## config.mk

```make
export PLATFORM = sky130hd
export DESIGN_NAME = bus_arbiter_mux
export DESIGN_NICKNAME = d
export VERILOG_FILES = /design/src/rtl/bus_arbiter_mux.sv
export SDC_FILE = /design/constraint.sdc
export NUM_CORES = 1
export LEC_CHECK = 0
export CAP_MARGIN = 20
export CORE_AREA = 2 2 444 446
export DETAILED_ROUTE_END_ITERATION = 7
export DIE_AREA = 0 0 446 448
export PLACE_DENSITY = 0.3
export SLEW_MARGIN = 20
export SYNTH_ARGS = -nofsm -noshare
export SYNTH_HDL_FRONTEND = slang
export SYNTH_SLANG_ARGS = --single-unit
export TNS_END_PERCENT = 50
```

## constraint.sdc

```tcl
create_clock -name clock -period 4 [get_ports clock]
set_clock_uncertainty 0.2 [all_clocks]
set_input_delay 0.4 -clock clock [delete_from_list [all_inputs] [get_ports clock]]
set_output_delay 0.4 -clock clock [all_outputs]
set_load 0.005 [all_outputs]
```

## src/rtl/bus_arbiter_mux.sv

```systemverilog
// bus_arbiter_mux: registered bus source selector with direct-select and
// round-robin arbitration, valid/ready output handshake and a one-cycle grant
// returned to the source whose word was loaded.

module bus_arbiter_mux #(
    parameter int DATA_WIDTH  = 32,
    parameter int NUM_SOURCES = 32,
    parameter int SEL_WIDTH   = 5
) (
    input  logic                              clock,
    input  logic                              clear,
    input  logic                              enable,
    input  logic                              mode,
    input  logic [SEL_WIDTH-1:0]              select,
    input  logic [NUM_SOURCES-1:0]            req,
    input  logic                              lock,
    input  logic [NUM_SOURCES*DATA_WIDTH-1:0] data_in,
    input  logic                              bus_ready,
    output logic [DATA_WIDTH-1:0]             bus_out,
    output logic                              bus_valid,
    output logic [NUM_SOURCES-1:0]            grant,
    output logic [SEL_WIDTH-1:0]              grant_id
);

    // Pointer resets to the last source so the rotation starts at source 0.
    localparam logic [SEL_WIDTH-1:0] PTR_RESET = SEL_WIDTH'(NUM_SOURCES - 1);

    logic [SEL_WIDTH-1:0]   ptr;
    logic                   load_slot;
    logic                   lock_hit;
    logic                   direct_hit;
    logic                   rr_hit;
    logic [SEL_WIDTH-1:0]   rr_id;
    logic [NUM_SOURCES-1:0] rr_upper;
    logic                   win_valid;
    logic [SEL_WIDTH-1:0]   win_id;
    logic                   win_from_rr;
    logic [DATA_WIDTH-1:0]  win_data;
    logic [NUM_SOURCES-1:0] win_onehot;

    // The output register may take a new word when empty or being drained.
    assign load_slot = !bus_valid || bus_ready;

    // Burst lock holds the current owner while it keeps requesting.
    always_comb begin
        lock_hit = 1'b0;
        for (int i = 0; i < NUM_SOURCES; i++) begin
            if (lock && (int'(grant_id) == i) && req[i]) begin
                lock_hit = 1'b1;
            end
        end
    end

    // Direct select wins only for an in-range code whose source is requesting.
    always_comb begin
        direct_hit = 1'b0;
        for (int i = 0; i < NUM_SOURCES; i++) begin
            if ((int'(select) == i) && req[i]) begin
                direct_hit = 1'b1;
            end
        end
    end

    // Round-robin: lowest request above ptr, else lowest request overall (wrap).
    always_comb begin
        rr_upper = '0;
        for (int i = 0; i < NUM_SOURCES; i++) begin
            rr_upper[i] = req[i] && (i > int'(ptr));
        end
        rr_hit = |req;
        rr_id  = '0;
        for (int i = NUM_SOURCES - 1; i >= 0; i--) begin
            if (req[i]) begin
                rr_id = SEL_WIDTH'(i);
            end
        end
        for (int i = NUM_SOURCES - 1; i >= 0; i--) begin
            if (rr_upper[i]) begin
                rr_id = SEL_WIDTH'(i);
            end
        end
    end

    // Pick the winner: lock overrides both modes and leaves ptr alone.
    always_comb begin
        win_valid   = 1'b0;
        win_id      = grant_id;
        win_from_rr = 1'b0;
        if (lock_hit) begin
            win_valid = 1'b1;
            win_id    = grant_id;
        end else if (mode) begin
            win_valid   = rr_hit;
            win_id      = rr_id;
            win_from_rr = rr_hit;
        end else begin
            win_valid = direct_hit;
            win_id    = select;
        end
    end

    // Steer the winning source's word and build its one-hot grant.
    always_comb begin
        win_data   = '0;
        win_onehot = '0;
        for (int i = 0; i < NUM_SOURCES; i++) begin
            if (int'(win_id) == i) begin
                win_data      = data_in[i*DATA_WIDTH +: DATA_WIDTH];
                win_onehot[i] = 1'b1;
            end
        end
    end

    // Output register, grant pulse and rotation pointer; stalled words hold.
    always_ff @(posedge clock or posedge clear) begin
        if (clear) begin
            bus_out   <= '0;
            bus_valid <= 1'b0;
            grant     <= '0;
            grant_id  <= '0;
            ptr       <= PTR_RESET;
        end else begin
            grant <= '0;
            if (load_slot) begin
                if (enable && win_valid) begin
                    bus_out   <= win_data;
                    bus_valid <= 1'b1;
                    grant     <= win_onehot;
                    grant_id  <= win_id;
                    if (win_from_rr) begin
                        ptr <= win_id;
                    end
                end else if (bus_ready) begin
                    bus_valid <= 1'b0;
                end
            end
        end
    end

endmodule
```

# --- Word level (Yosys, flattened, before mapping) ---
# Index checks and enable logic that the tools add are counted.
word_totals:
  word_cells: 468
  inputBits: 1067
  output_inout_bits: 70
  reg_bits: 75
classes:
  n_reduce_logical: 138
  magnitude_cmp: 31
  n_mux: 201
  eq_ne: 93
op_table:
  columns: ["op", "n"]
  rows:
  - ["$mux W32", 34]
  - ["$mux W5", 65]
  - ["$eq A5 B5 Y1 const B", 48]
  - ["$logic_and A1 B1 Y1", 128]
  - ["$eq A5 B4 Y1 const B", 24]
  - ["$mux W1", 102]
  - ["$gt A5 B5 Y1 const A", 16]
  - ["$eq A5 B3 Y1 const B", 12]
  - ["$gt A4 B5 Y1 const A", 8]
  - ["$reduce_or A32 Y1", 1]
  - ["$eq A5 B2 Y1 const B", 6]
  - ["$gt A3 B5 Y1 const A", 4]
  - ["$eq A5 B1 Y1 const B", 3]
  - ["$logic_not A5 Y1", 3]
  - ["$gt A2 B5 Y1 const A", 2]
  - ["$gt A1 B5 Y1 const A", 1]
  - ["$reduce_and A2 Y1", 2]
  - ["$reduce_and A3 Y1", 1]
  - ["$reduce_bool A2 Y1", 1]
  - ["$logic_not A1 Y1", 1]
  - ["$logic_or A1 B1 Y1", 1]

# --- Depth between registers and ports, before layout ---
# Gate-level depths: netlist of run 1.
logic_depth:
  depth_word: 98
  ltp_mapped: 21
  depth_no_buf: 13

# --- Least setup slack after synthesis of run 1 ---
# Ideal clock, no wire load.
synth_path:
  path_kind: "register to register"
  startpoint: "reg grant_id[2]"
  endpoint: "reg bus_out[17]"
  stages_incl_launch_ff: 17
  setup_ns: 0.124
  path_buffers: 3
  synth_period_minus_slack_ns: 3.986
  path_slack_ns: 0.014
  arrival_time_ns: 3.661
  t_required_ns: 3.676
  cell_sequence: "dfrtp_1 > mux2_2 > a41o_1 > or4_1 > a211o_1 > and2_4 > buf_6 > a211oi_4 > nor2_2 > buf_6 > buf_2 > nand2_1 > a31oi_1 > or4_1 > a31o_1 > a211oi_1 > nor2_1"
synth_between:
  elab_chain_len: 69
synth_rtl:
  columns: ["element", "line", "rtl"]
  rows:
  - ["start: declaration", "22", "output logic [SEL_WIDTH-1:0] grant_id"]
  - ["start signal: assignment", "129", "grant_id <= win_id;"]
  - ["$logic_not A5 Y1", "48", "if (lock && (int'(grant_id) == i) && req[i]) begin"]
  - ["$logic_and A1 B1 Y1 (2 in a row)", "48", null]
  - ["$mux W1 (32 in a row)", "48", null]
  - ["$mux W5", "89", "if (lock_hit) begin"]
  - ["$logic_not A5 Y1", "107", "if (int'(win_id) == i) begin"]
  - ["$mux W32 (32 in a row)", "107", null]
  - ["end signal: assignment", "126", "bus_out <= win_data;"]
  - ["end: declaration", "19", "output logic [DATA_WIDTH-1:0] bus_out,"]
# Several ways; a longest one is shown, not always the timed one.
# A chain may end at the register's enable or synchronous reset.

# --- Worst setup path in the final report of run 1 ---
layout_path:
  startpoint: "reg grant_id[2]"
  endpoint: "reg bus_out[20]"
# The elaborated chain is that of the path after synthesis.

==> flow_metrics.py, run 1 <==
metrics = {
    "outcome": {
        "outcome": "finished, violations left",
        "violations": "setup timing",
    },
    "clock_tree": {
        "cts_root_buf": "clkbuf_16",
        "cts.clk_slew.worst_paths_ns": 0.10,
        "clkLatencyLatePin_ns": 0.45,
        "cts_tree": "built",
        "cts_max_level": 3,
        "clk_path_buf_depth": 2,
        "ctsHoldBuffers": 0,
        "cts_buffers": 9,
        "cts_sinks": 75,
    },
    "sta": {
        "hold_slack_ns": 0.1677,
        "post-route-period-util": 1.144,
        "slew_headroom": 0.5328,
        "rsz0062_at_grt": "yes",
        "layout_setup_ws_ns": -0.5778,
        "slew_violations": 0,
        "layout_min_cycle_time_ns": 4.578,
        "finalHoldViolations": 0,
        "clock.fmax_ghz": 0.2184,
        "finalSetupViolCount": 34,
        "worst_pin_slew_ns": 0.7008,
    },
    "synthesis": {
        "seq_area_frac_synth": 0.1420,
        "syn_avg_cell_area_um2": 6.757,
        "synthMuxAreaShare": 0.1132,
        "synth_edf_count": 0,
        "synth_flop_cell": "dfrtp_1",
        "synth_compound_area_frac": 0.4274,
        "synth_top_family_by_area": "compound AO/OA/AOI/OAI gates",
        "synth_adder_area_share": 0,
        "synthDistinctLibCells": 88,
        "synth_nets": 3030,
        "syn_area_um2": 13260,
        "synthCells": 1963,
        "yosys.area_share.simple": 0.2474,
        "synth-xor-area-share": 0,
        "synth_warnings": 0,
        "async_reset_ff_frac": 1.000,
        "ys_ff_latch": 75,
    },
    "critical_path": {
        "cp-end-kind": "flip-flop",
        "crit_required_ns": 4.13,
        "crit_family": "compound AO/OA/AOI/OAI gates",
        "crit_path_cell_trace": "mux2_4 -> a41o_1 -> or4_4 -> a211o_4 -> and2_4 -> buf_6 -> o31ai_4 -> buf_4 -> a21oi_4 -> buf_12 -> buf_4 -> buf_16 -> a221oi_1 -> buf_4 -> a31oi_1 -> nand2_1 -> a41o_1 -> nand3_1",
        "crit_path_max_incr_delay_ns": 0.56,
        "crit_buf_inv": 6,
        "slowest_stage": "a221oi_1",
        "ff2ff_setup_slack_ns": -0.58,
        "r2r_end": "bus_out[20]",
        "r2r-start": "grant_id[2]",
        "cpMostUsedCell": "buf_4",
        "cp_max_fo": 13,
        "start_kind": "flip-flop",
        "crit_arrival_ns": 4.71,
        "rr_worst_depth": 18,
        "path_class": "reg -> reg",
    },
    "global_routing": {
        "grt_pass1_vias": 25430,
        "grt_max_degree": 45,
        "track_usage": 0.2019,
        "overflow": 0,
        "antenna_found_initial": 92,
        "grt_pass1_wl_um": 262500,
    },
    "floorplan": {
        "die_area_um2": 199800,
        "die_y_um": 448,
        "rows": 162,
        "core_area_um2": 194600,
        "num_io_pins": 1137,
        "initial_core_util": 0.06816,
        "fp.dieW_um": 446,
    },
    "routing": {
        "ant_nets": 0,
        "dr.first_iter.drc_count": 1966,
        "dr.pass1.iters": 7,
        "routedWlPerCell_um": 34.29,
        "viasPerCell": 3.981,
        "drcViolationCount": 0,
        "vias": 24950,
        "wl_um": 214900,
    },
    "power": {
        "totalPowerFinal_mw": 36.72,
        "p_per_area_nw_per_um2": 963.2,
        "p_leak_nw": 14.24,
        "ir_drop_mv": 0.4635,
    },
    "finish": {
        "synthToLayoutAreaGrowth_pct": 187.4,
        "final_core_util": 0.1959,
        "layout_commonest_cell": "clkdlybuf4s50_1",
        "n_fill_cell": 21860,
        "final_nets": 4747,
        "stdcell_count": 6267,
        "drive_above_1_share": 0.3449,
        "layout_common_cells": "clkdlybuf4s50_1 (1,136), buf_4 (546), nand2_1 (349)",
    },
    "job": {
        "drv_cap": 0,
    },
    "place": {
        "gp_congestion": 0.9222,
        "dp.cells": 6065,
        "portBuffers": 1136,
        "dpl.hpwl_um": 182600,
    },
    "min_path": {
        "min_path_type": "in -> async",
    },
}
per-stage QoR:
stage,TNS [ns],instance area [um2],worst slack (ns)
after floorplan,0,13260,0.01420
after global routing,-19.75,38100,-0.6690
after global placement,-52.36,32890,-1.626
after CTS,-16.29,36170,-0.5986
final,-15.48,38120,-0.5778
after detailed placement,-50.92,32890,-1.588
synthesized netlist by cell type (9+ instances only):
cell,count,area [um2]
nand2_1,365,1370
o21ai_0,125,625.6
clkbuf_1,123,461.7
nor2_1,114,427.9
a21oi_1,104,520.5
a22oi_1,100,750.7
o22ai_1,100,625.6
mux2_2,88,991.0
nor3_1,77,385.4
a31oi_1,70,437.9
dfrtp_1,70,1752
buf_2,55,275.3
a221oi_1,54,473.0
nand3_1,52,260.3
o31ai_1,35,262.8
mux2i_1,33,330.3
a222oi_1,27,270.3
a2bb2oi_1,24,210.2
a41o_1,23,230.2
inv_1,22,82.58
a211oi_1,18,135.1
o211ai_1,17,127.6
nand3b_1,16,120.1
nand2b_1,15,93.84
mux2_1,14,157.7
buf_1,12,45.04
nor2b_1,12,75.07
nand4_1,11,68.82
nor4_1,10,62.56
and3_1,9,56.30
registers in the layout, summed over array words and instances, names as in the netlist:
name and count:
grant 32, bus_out 32, grant_id 5, ptr 5, bus_valid 1
what timing repair did:
item / in CTS / in global routing
pin swaps: 105 / 90
hold endpoints to repair: 0 / 0
buffers inserted: 93 / 51
cloned: 11 / 9
resized for setup: 396 / 258
setup endpoints to repair: 54 / 49
cell type report:
| class | instances | area (um2) | share of cell area |
|---|---|---|---|
| repair buffers | 1902 | 19450 | 0.5103 |
| multi-input cells | 1670 | 13110 | 0.3440 |
| diodes | 40 | 100.1 | 0.002626 |
| well taps | 2542 | 3181 | 0.08343 |
| clock inverters | 7 | 70.07 | 0.001838 |
| clock buffers | 9 | 225.2 | 0.005908 |
| inverters | 22 | 91.34 | 0.002396 |
| flip-flops and latches | 75 | 1888 | 0.04953 |
how the worst max path moves through the flow:
stage	start	to	slack, ns	depth (start not counted)
after floorplan	grant_id[2]	bus_out[17]	0.01	16
after global placement	req[27]	bus_out[3]	-1.63	18
after detailed placement	req[27]	bus_out[3]	-1.59	18
after CTS	grant_id[2]	bus_out[3]	-0.60	18
after global routing	ptr[4]	bus_out[20]	-0.67	20
final	grant_id[2]	bus_out[20]	-0.58	18
layer usage:
layer / track usage / vias up / share of wire
met5: 0 / - / 0.00061
met2: 0.3742 / 1020 / 0.53
met4: 0.07264 / 20 / 0.036
li1: - / 11170 / -
met3: 0.03252 / 202 / 0.052
met1: 0.2313 / 12540 / 0.39
report_power, final:
group          leakage (nW)  internal (mW)  switching, mW
Clock                 0.142          0.442          0.620
Sequential            0.972           1.01          0.282
Combinational          13.1           15.9           18.5
Total                  14.2           17.3           19.4
cells by family (layout without fill, tap and decap cells):
logic type             count (synthesis)  count (layout)
AOI/OAI and AO/OA                    806             806
muxes                                136             136
DFF                                   75              75
and+or+nand+nor                      728             728
other                                  0              40
buffers and inverters                218            1940
Power figures use the tool's default switching activity.
==> run 2, diff against run 1 <==
--- a/config.mk
+++ b/config.mk
@@ -5,8 +5,10 @@
 export SDC_FILE = /design/constraint.sdc
 export NUM_CORES = 1
 export LEC_CHECK = 0
+export ABC_CLOCK_PERIOD_IN_PS = 4000
 export CAP_MARGIN = 20
 export CORE_AREA = 2 2 444 446
+export CTS_BUF_LIST = sky130_fd_sc_hd__clkbuf_4
 export DETAILED_ROUTE_END_ITERATION = 7
 export DIE_AREA = 0 0 446 448
 export PLACE_DENSITY = 0.3
==> constraint.sdc (replaced) <==
create_clock -name clock -period 4 [get_ports clock]
set_clock_uncertainty 0.2 [all_clocks]
set_input_delay 0.4 -clock clock [delete_from_list [all_inputs] [get_ports clock]]
set_output_delay 0.4 -clock clock [all_outputs]
set_load 0.1 [all_outputs]
==> run 2 against run 1 <==
Against the previous run: the run still ends with setup timing left; worst setup slack worse by 0.10 ns; non-clock buffer count is 59 lower; die area stayed put; largest cell class unchanged; combinational power is 6% lower.
==> flow_metrics.py, run 2 (synthesized netlist as in run 1, its figures left out) <==
metrics = {
    "outcome": {
        "outcome": "finished, violations left",
        "violations": "setup timing",
    },
    "clock_tree": {
        "cts_root_buf": "clkbuf_4",
        "cts_max_level": 3,
        "cts_tree": "built",
        "cts.clk_slew.worst_paths_ns": 0.20,
        "clk_path_buf_depth": 2,
        "cts_buffers": 9,
        "clkLatencyLatePin_ns": 0.71,
        "cts_sinks": 75,
    },
    "floorplan": {
        "rows": 162,
        "die_area_um2": 199800,
        "core_area_um2": 194600,
        "fp.dieW_um": 446,
        "die_y_um": 448,
        "initial_core_util": 0.06816,
        "num_io_pins": 1137,
    },
    "place": {
        "dpl.hpwl_um": 183700,
        "dp_worst_setup_slack_ns": -2.045,
        "gp_congestion": 0.9151,
        "portBuffers": 1136,
    },
    "finish": {
        "layout_commonest_cell": "clkdlybuf4s50_1",
        "final_core_util": 0.1899,
        "layout_common_cells": "clkdlybuf4s50_1 (1,128), buf_4 (515), nand2_1 (354)",
        "drive_above_1_share": 0.3298,
        "reg_top3": "bus_out x32, grant x32",
        "final_nets": 4688,
        "synthToLayoutAreaGrowth_pct": 178.7,
    },
    "critical_path": {
        "r2r-start": "ptr[1]",
        "path_class": "reg -> reg",
        "cp_max_fo": 14,
        "ff2ff_setup_slack_ns": -0.68,
        "rr_worst_depth": 24,
        "cp-end-kind": "flip-flop",
        "start_kind": "flip-flop",
        "crit_arrival_ns": 5.06,
        "crit_required_ns": 4.38,
        "r2r_end": "bus_out[19]",
    },
    "routing": {
        "drcViolationCount": 0,
        "wl_um": 212700,
        "ant_nets": 0,
        "dr.pass1.iters": 8,
        "dr.first_iter.drc_count": 1814,
        "vias": 24440,
        "routedWlPerCell_um": 34.32,
        "viasPerCell": 3.944,
    },
    "global_routing": {
        "gr-usage-met3": 0.03474,
        "antenna_found_initial": 94,
        "grt_pass1_vias": 25130,
        "grt.met2_usage": 0.3922,
        "grt_busiest_layer": "met2",
        "overflow": 0,
        "grtUsageMet1": 0.2224,
        "grt_pass1_wl_um": 262200,
        "track_usage": 0.2020,
        "grt_max_degree": 37,
    },
    "sta": {
        "worst_pin_slew_ns": 1.165,
        "finalHoldViolations": 0,
        "clock.fmax_ghz": 0.2137,
        "rsz0062_at_grt": "yes",
        "slew_violations": 0,
        "layout_min_cycle_time_ns": 4.679,
        "post-route-period-util": 1.170,
        "layout_setup_ws_ns": -0.6795,
        "finalSetupTns_ns": -21.49,
        "finalSetupViolCount": 51,
        "slew_headroom": 0.2207,
    },
    "job": {
        "drv_cap": 0,
    },
    "min_path": {
        "min_path_cells": 3,
        "hold_end": "bus_out[22]",
        "min_path_type": "in -> reg",
        "hold_start": "data_in[1014]",
    },
    "power": {
        "ir_drop_mv": 0.4291,
        "p_per_area_nw_per_um2": 935.4,
        "p_leak_nw": 13.71,
    },
}
## run 2: cell types whose count changed in the layout (fill, tap and decap cells not counted), sizes merged
cell / delta
buf: -53
diode: -11
dlygate4sd3: +9
clkdlybuf4s50: -8
bufbuf: -4
bufinv: +2
clkbuf: -2
inv: -2
clkinvlp: -1
## run 2: metal layers
| metal | vias up | part of all wire |
|---|---|---|
| li1 | 11040 | - |
| met1 | 12240 | 0.37 |
| met2 | 901 | 0.54 |
| met3 | 225 | 0.049 |
| met4 | 32 | 0.034 |
| met5 | - | 0.00099 |
## run 2: metrics by stage
step	instance area (um2)	total power, mW	hold slack [ns]	instances
global placement	32700	28.79	0.3141	6044
CTS	35530	33.63	0.003032	6134
global route	36950	36.28	0.02239	6193
detailed placement	32710	28.62	0.3249	6044
finish	36960	34.57	0.1389	6197
floorplan	13530	12.60	0.3367	1963
## run 2: cell type report
class | count | area (um2)
timing repair buffer | 1843 | 18570
clock inverter | 6 | 97.59
inverter | 22 | 88.84
antenna | 29 | 72.57
tap | 2542 | 3181
multi-input combinational | 1670 | 12980
clock buffer | 10 | 75.07
sequential | 75 | 1889
fill | 22000 | 157600
## run 2: power by group
part	switching, mW	internal [mW]
combinational	18.7	13.8
sequential	0.252	1.01
clock	0.498	0.268
total	19.5	15.1
## run 2: how the worst max path moves through the flow
stage                           start  slack [ns]          end  cells past startpoint
final                          ptr[1]       -0.68  bus_out[19]                     24
after global routing      grant_id[2]       -0.79  bus_out[14]                     21
after CTS                      ptr[2]       -0.68   bus_out[2]                     23
after detailed placement      req[14]       -2.05  bus_out[29]                     18
after global placement        req[10]       -2.02  bus_out[29]                     18
after floorplan           grant_id[2]       -0.27  bus_out[19]                     16
## run 2: worst max-delay path: stages (launching register included)
cell and delay [ns]:
dfstp_2 0.45, buf_4 0.15, buf_4 0.16, a211o_1 0.30, buf_6 0.15, buf_6 0.10
o31a_1 0.31, buf_4 0.15, nand2_4 0.08, nor3_4 0.05, a211oi_4 0.29, buf_4 0.16
buf_6 0.10, nand2_2 0.05, o21a_4 0.22, buf_12 0.14, buf_12 0.15, buf_16 0.17
buf_4 0.14, a221oi_2 0.19, nor3_2 0.08, buf_4 0.18, o31ai_4 0.25, a41o_1 0.20
nand3_1 0.07
## run 2: what timing repair did
action,4_1_cts,5_1_grt
hold buffers,9,0
setup endpoints to repair,65,58
setup buffers,58,50
pin swaps,80,113
resized for setup,372,205
cloned,10,7
hold endpoints to repair,28,0
